--- src/rtl/clic_vector_unit_pkg.sv ---
// Shared types and constants for the CLIC vector unit.
// Optional level nesting is enabled with CLIC_NESTING_EN.
package clic_vector_unit_pkg;

   localparam int unsigned ID_W_DEF        = 5;
   localparam int unsigned LVL_W_DEF       = 8;
   localparam int unsigned NEST_DEPTH_DEF  = 4;
   localparam int unsigned MCAUSE_IRQ_BIT  = 31;
   localparam int unsigned VEC_ENTRY_BYTES = 4;

   typedef enum logic [2:0] {
      StIdle,
      StVreq,
      StVresp,
      StRedir,
      StActive
   } vu_state_e;

   // Table entries are word aligned, so the base is forced to a word boundary.
   function automatic logic [31:0] vec_entry_addr(input logic [31:0] base,
                                                  input logic [31:0] id);
      return (base & ~32'(VEC_ENTRY_BYTES - 1)) + (id * VEC_ENTRY_BYTES);
   endfunction

endpackage

--- src/rtl/clic_level_stack.sv ---
// LIFO of saved interrupt levels used for nested (preempting) interrupts.
// Only instantiated when CLIC_NESTING_EN is defined.
module clic_level_stack
   import clic_vector_unit_pkg::*;
#(
   parameter int unsigned LVL_W      = LVL_W_DEF,
   parameter int unsigned NEST_DEPTH = NEST_DEPTH_DEF
) (
   input  logic             clk,
   input  logic             resetb,
   input  logic             push,
   input  logic             pop,
   input  logic [LVL_W-1:0] push_data,
   output logic [LVL_W-1:0] top,
   output logic             full,
   output logic             empty
);

   localparam int unsigned CNT_W = $clog2(NEST_DEPTH + 1);
   localparam int unsigned IDX_W = (NEST_DEPTH > 1) ? $clog2(NEST_DEPTH) : 1;

   logic [LVL_W-1:0] mem_q [NEST_DEPTH];
   logic [CNT_W-1:0] cnt_q;
   logic [IDX_W-1:0] wr_idx;
   logic [IDX_W-1:0] rd_idx;

   assign wr_idx = IDX_W'(cnt_q);
   assign rd_idx = IDX_W'(cnt_q - 1'b1);
   assign full   = (cnt_q == CNT_W'(NEST_DEPTH));
   assign empty  = (cnt_q == '0);
   // Reads as zero when empty so the caller can use it directly as the level to restore.
   assign top    = empty ? '0 : mem_q[rd_idx];

   always_ff @(posedge clk or negedge resetb) begin
      if (!resetb) begin
         cnt_q <= '0;
         for (int i = 0; i < int'(NEST_DEPTH); i++) begin
            mem_q[i] <= '0;
         end
      end else if (push && !full) begin
         mem_q[wr_idx] <= push_data;
         cnt_q         <= cnt_q + 1'b1;
      end else if (pop && !empty) begin
         cnt_q <= cnt_q - 1'b1;
      end
   end

endmodule

--- src/rtl/clic_vector_unit.sv ---
// Takes the CLIC winner, fetches its handler from the vector table and redirects the core.
// Defining CLIC_NESTING_EN adds a level stack and preemption of active handlers.
module clic_vector_unit
   import clic_vector_unit_pkg::*;
#(
   parameter int unsigned ID_W       = ID_W_DEF,
   parameter int unsigned LVL_W      = LVL_W_DEF,
   parameter int unsigned NEST_DEPTH = NEST_DEPTH_DEF
) (
   input  logic             clk,
   input  logic             resetb,
   input  logic             irq_valid,
   input  logic [ID_W-1:0]  irq_id,
   input  logic [LVL_W-1:0] irq_level,
   output logic             clic_irq,
   input  logic [31:0]      mtvt_base,
   output logic             vreq_valid,
   output logic [31:0]      vreq_addr,
   input  logic             vreq_ready,
   input  logic             vresp_valid,
   input  logic [31:0]      vresp_data,
   input  logic             vresp_err,
   output logic             redirect_valid,
   output logic [31:0]      redirect_pc,
   input  logic             redirect_ready,
   output logic [31:0]      mcause,
   input  logic             mret,
   output logic [LVL_W-1:0] cur_level,
   output logic             vec_err
);

   if (NEST_DEPTH < 1) begin : g_bad_depth
      $error("NEST_DEPTH must be at least 1");
   end

   vu_state_e        state_q, state_d;
   logic [ID_W-1:0]  id_q;
   logic [LVL_W-1:0] level_q;
   logic [LVL_W-1:0] cur_level_q;
   logic [31:0]      pc_q;
   logic [31:0]      mcause_q;
   logic             vec_err_q;

   logic             irq_wins, take_idle, mret_act, resp_ok, resp_err, redir_hs;
   logic             preempt, err_to_active, mret_to_idle;
   logic [LVL_W-1:0] mret_level;

   assign irq_wins  = irq_valid && (irq_level > cur_level_q);
   assign take_idle = (state_q == StIdle) && irq_wins;
   assign mret_act  = (state_q == StActive) && mret;
   assign resp_ok   = (state_q == StVresp) && vresp_valid && !vresp_err;
   assign resp_err  = (state_q == StVresp) && vresp_valid && vresp_err;
   assign redir_hs  = (state_q == StRedir) && redirect_ready;

`ifdef CLIC_NESTING_EN
   logic             stk_full, stk_empty;
   logic [LVL_W-1:0] stk_top;

   clic_level_stack #(
      .LVL_W      (LVL_W),
      .NEST_DEPTH (NEST_DEPTH)
   ) u_level_stack (
      .clk       (clk),
      .resetb    (resetb),
      .push      (preempt),
      .pop       ((mret_act || resp_err) && !stk_empty),
      .push_data (cur_level_q),
      .top       (stk_top),
      .full      (stk_full),
      .empty     (stk_empty)
   );

   // mret wins over a simultaneous preemption; the new winner is re-offered next cycle.
   assign preempt       = (state_q == StActive) && irq_wins && !mret && !stk_full;
   // A non-empty stack while fetching means this entry preempted an active handler.
   assign err_to_active = !stk_empty;
   assign mret_to_idle  = stk_empty;
   assign mret_level    = stk_top;
`else
   assign preempt       = 1'b0;
   assign err_to_active = 1'b0;
   assign mret_to_idle  = 1'b1;
   assign mret_level    = '0;
`endif

   always_ff @(posedge clk or negedge resetb) begin
      if (!resetb) begin
         state_q <= StIdle;
      end else begin
         state_q <= state_d;
      end
   end

   always_comb begin
      state_d = state_q;
      unique case (state_q)
         StIdle:   if (take_idle) state_d = StVreq;
         StVreq:   if (vreq_ready) state_d = StVresp;
         StVresp: begin
            if (resp_ok) state_d = StRedir;
            else if (resp_err) state_d = err_to_active ? StActive : StIdle;
         end
         StRedir:  if (redirect_ready) state_d = StActive;
         StActive: begin
            if (preempt) state_d = StVreq;
            else if (mret_act && mret_to_idle) state_d = StIdle;
         end
         default:  state_d = StIdle;
      endcase
   end

   always_comb begin
      vreq_valid     = (state_q == StVreq);
      vreq_addr      = vreq_valid ? vec_entry_addr(mtvt_base, 32'(id_q)) : '0;
      redirect_valid = (state_q == StRedir);
      redirect_pc    = pc_q;
      mcause         = mcause_q;
      cur_level      = cur_level_q;
      vec_err        = vec_err_q;
`ifdef CLIC_NESTING_EN
      clic_irq       = (state_q == StVreq) || (state_q == StVresp) || (state_q == StRedir);
`else
      clic_irq       = (state_q != StIdle);
`endif
   end

   always_ff @(posedge clk or negedge resetb) begin
      if (!resetb) begin
         id_q        <= '0;
         level_q     <= '0;
         cur_level_q <= '0;
         pc_q        <= '0;
         mcause_q    <= '0;
         vec_err_q   <= 1'b0;
      end else begin
         vec_err_q <= resp_err;
         if (take_idle || preempt) begin
            id_q    <= irq_id;
            level_q <= irq_level;
         end
         if (resp_ok) begin
            pc_q <= vresp_data & ~32'h1;
         end
         if (redir_hs) begin
            cur_level_q <= level_q;
            mcause_q    <= 32'(id_q) | (32'h1 << MCAUSE_IRQ_BIT);
         end else if (mret_act) begin
            cur_level_q <= mret_level;
         end
      end
   end

endmodule
--- config.mk ---
export PLATFORM = sky130hd
export DESIGN_NAME = clic_vector_unit
export DESIGN_NICKNAME = d
export VERILOG_FILES = /design/src/rtl/clic_vector_unit_pkg.sv /design/src/rtl/clic_level_stack.sv /design/src/rtl/clic_vector_unit.sv
export SDC_FILE = /design/constraint.sdc
export NUM_CORES = 1
export LEC_CHECK = 0
export ABC_AREA = 1
export CAP_MARGIN = 5
export CORE_MARGIN = 1.5
export CORE_UTILIZATION = 45
export DETAILED_ROUTE_END_ITERATION = 10
export MAX_ROUTING_LAYER = met4
export PLACE_DENSITY = 0.91
export SLEW_MARGIN = 20
export SYNTH_ARGS = -nofsm -noshare
export SYNTH_HDL_FRONTEND = slang
export SYNTH_SLANG_ARGS = --single-unit
--- constraint.sdc ---
create_clock -name clk -period 7.35 [get_ports clk]
set_input_delay 1.8375 -clock clk [delete_from_list [all_inputs] [get_ports clk]]
set_output_delay 1.8375 -clock clk [all_outputs]
set_load 0.1 [all_outputs]
==> summary.md <==
During synthesis, Yosys emitted a total of 0 warnings. The count of cells resized by post-cts repair is 0. The tightest hold path in the finished design has a slack of 0.508 ns.

In the routed design, unresolved DRC markers number 0. Setup repair after global routing left no endpoint under its margin. The share of the cycle needed by the critical path after routing was 0.859. The final number of setup-violating endpoints came out at 0. The run gives 0 as the number of maximum-capacitance violations.

The number of max-slew violations in the final report was 0; the maximum clock skew at final layout was 0.00892 ns. The routed layout has 4,145 vias. The horizontal die dimension is 99.1 um, and the worst slew slack as a fraction of its limit is 0.317. Entering global routing, the biggest net connects 63 pins.

TritonCTS built the clock tree. The root buffer cell chosen for the clock tree is clkbuf_8. All-layer global routing usage: 0.239. Post-synthesis instance total: 527. The count of nets left with antenna violations once routing finished came out at 0.

The logs give 11,600 um for the final wirelength and 0 for the hold-fix buffer count after cts. STA classifies the critical path endpoint as an output pin. The logs give 18,200 um for the first-pass GRT wire length and 2 for the maximum root-to-sink buffer count.

At the pin with the least slew margin, the transition time is 1.02 ns. In this run, the number of DRC markers left after iteration 0 of detailed routing was 219. The timing-limited maximum frequency came out at 0.158 GHz. The run finished with clean final reports. Relative to the synthesized area, the layout overhead comes to 40.7%. The count of inserted antenna diode cells was 0; the clock-pin slew reported for the worst setup and hold paths after clock tree synthesis was 0.07 ns. The net count of the finished layout is 788.

The critical path in this run is classified as in -> out. The placeable core area is 8850 um2, and the initial antenna violation count is 0. The logs give 3,998 for the number of global-route vias before repair and 5 for the detailed-router iteration count before antenna repair. The number of buffers added by the clock tree synthesis step was 9. The finished cells cover 5850 um2. The final hold violation count was 0. The H-tree was split into 3 levels. The run gives 0.373 as the sequential fraction of the synthesis area.

Of all nets on the critical path, the largest fanout is 5. Once the clock tree was built, the setup fixing pass inserted 0 buffers. After detailed routing, the average wire length per cell comes to 14.5 um.

The floorplan step defined a die boundary enclosing 9820 um2. The area of the mapped netlist was 4160 um2; the distinct cell type count after synthesis was 36. In this run, synthesis produced a sequential element count of 62.

The type of the most critical hold path is reg -> reg. The worst setup path is launched from an input pin. For this design, the sink count on the clock tree is 62.

Overall die height: 99.1 um. For the signal arrival time at the worst endpoint, the log shows 4.47 ns. The initialized floorplan defines 34 standard-cell rows. For the number of top-level pins, the log shows 193. The minimum clock period came out at 6.31 ns.

A synthesized cell averages 7.88 um2. Summed over all nets, the half-perimeter wirelength after detailed placement is 9010 um. At the end of routability-driven placement, the weighted congestion stood at 1.06. Using the TritonRoute via totals, the vias-per-cell ratio works out to 5.17. For the worst setup path, the data required time is 5.51 ns. The final-layout setup total negative slack is 0 ns, and the number of port buffers is 160.

The insertion delay of the later-clocked pin in the worst-skew pair was 0.33 ns; the share of final-layout standard cells stronger than drive strength 1 was 0.125. Once placement finished, the instance area stood at 5650 um2. After global routing the overflow that remains totals 0. Initial standard-cell utilization of the core: 0.470.
-- cell type report --
cell class              instances  area, um2
clock buffers                  13        159
clock inverters                 3       42.5
fillers                       735       3000
inverters                      69        259
multi-input cells             385       2160
flip-flops and latches         62       1550
well taps                     108        135
repair buffers                162       1540
-- cells by family (layout without fill, tap and decap cells) --
group | after synthesis | after routing | synth area share
simple gates | 255 | 255 | 0.266
buf+inv | 108 | 247 | 0.132
flops | 62 | 62 | 0.373
compound gates | 52 | 52 | 0.0668
mux | 31 | 31 | 0.109
fa+ha+maj | 14 | 14 | 0.0440
xor+xnor | 4 | 4 | 0.00843
other cells | 1 | 29 | 0.000902
-- critical path, cell delays in order --
cell and delay, ns:
clkdlybuf4s50_1 0.46, ha_1 0.20, inv_1 0.07, fa_1 0.43
inv_1 0.11, nand3_1 0.07, nand2_1 0.16, nand2_1 0.11
a21oi_1 0.42, nand2_1 0.09, nand2_1 0.08, nand2_1 0.04
nor2_1 0.09, buf_4 0.30
-- final timing paths --
path	from	endpoint	slack, ns	depth (start not counted)
max	mtvt_base[2]	vreq_addr[26]	1.04	14
min	mcause[4]$_DFFE_PN0P_	mcause[4]$_DFFE_PN0P_	0.51	2
max reg2reg	cur_level[3]$_DFFE_PN0P_	id_q[0]$_DFFE_PN0P_	5.37	8
min reg2reg	mcause[4]$_DFFE_PN0P_	mcause[4]$_DFFE_PN0P_	0.51	2
max in group asynchronous	resetb	redirect_pc[5]$_DFFE_PN0P_	5.18	2
min in group asynchronous	resetb	cur_level[2]$_DFFE_PN0P_	1.66	2
-- routing by layer --
| metal | vias to the layer above | global-route usage | share of wire |
|---|---|---|---|
| met5 | - | - | 0 |
| met4 | 0 | 0.131 | 0.039 |
| met3 | 49 | 0.0429 | 0.088 |
| met2 | 267 | 0.407 | 0.50 |
| met1 | 1877 | 0.266 | 0.38 |
| li1 | 1952 | - | - |
-- cells in the final DEF (no fill, tap or decap), types with 2 or more instances in the layout --
cell / netlist / final
nor2_1: 62 / 62
nor3_1: 9 / 9
xnor2_1: 2 / 2
conb_1: 1 / 29
dfrtp_1: 62 / 62
inv_1: 67 / 67
nand2_1: 131 / 131
mux2_4: 28 / 28
nor2_4: 2 / 2
clkdlybuf4s50_1: 0 / 130
o21ai_0: 27 / 27
mux2_2: 3 / 3
nand3_1: 30 / 30
clkbuf_1: 3 / 2
buf_4: 31 / 31
xor2_1: 2 / 2
nand4_1: 10 / 10
ha_1: 13 / 13
a21oi_1: 15 / 15
o22ai_1: 7 / 7
clkbuf_8: 0 / 11
nand3b_1: 3 / 3
-- metrics by stage --
stage	utilization	instances	worst slack, ns
2_1_floorplan	-	555	0.512
3_3_place_gp	0.638	786	1.14
3_5_place_dp	0.638	786	1.08
4_1_cts	0.661	802	1.07
5_1_grt	0.661	802	0.843
6_report	0.661	802	1.04
-- synthesized netlist by cell type --
cell,n,share of area
a21boi_0,1,0.0018
a21o_1,1,0.0018
a21oi_1,15,0.018
and2_1,1,0.0015
and3_1,1,0.0015
buf_2,2,0.0024
buf_4,31,0.056
buf_6,3,0.0081
clkbuf_1,3,0.0027
clkinv_1,1,0.00090
conb_1,1,0.00090
dfrtp_1,62,0.37
fa_1,1,0.0048
ha_1,13,0.039
inv_1,67,0.061
inv_2,1,0.00090
mux2_2,3,0.0081
mux2_4,28,0.10
nand2_1,131,0.12
nand2_2,1,0.0015
nand2_4,1,0.0027
nand3_1,30,0.036
nand3_4,1,0.0042
nand3b_1,3,0.0054
nand4_1,10,0.015
nor2_1,62,0.056
nor2_2,1,0.0015
nor2_4,2,0.0054
nor3_1,9,0.011
nor3_4,1,0.0039
o21ai_0,27,0.033
o21ai_2,1,0.0021
o22ai_1,7,0.011
or2_2,1,0.0015
xnor2_1,2,0.0042
xor2_1,2,0.0042
-- sequential cells by signal, summed over array words and instances, names as in the netlist --
register,flops
state_q,3
level_q,8
redirect_pc,31
mcause,6
id_q,5
cur_level,8
vec_err,1
Power is left out: the tool's default activity adds up to more than one toggle a clock period on the data nets, which glitch-free logic cannot reach.
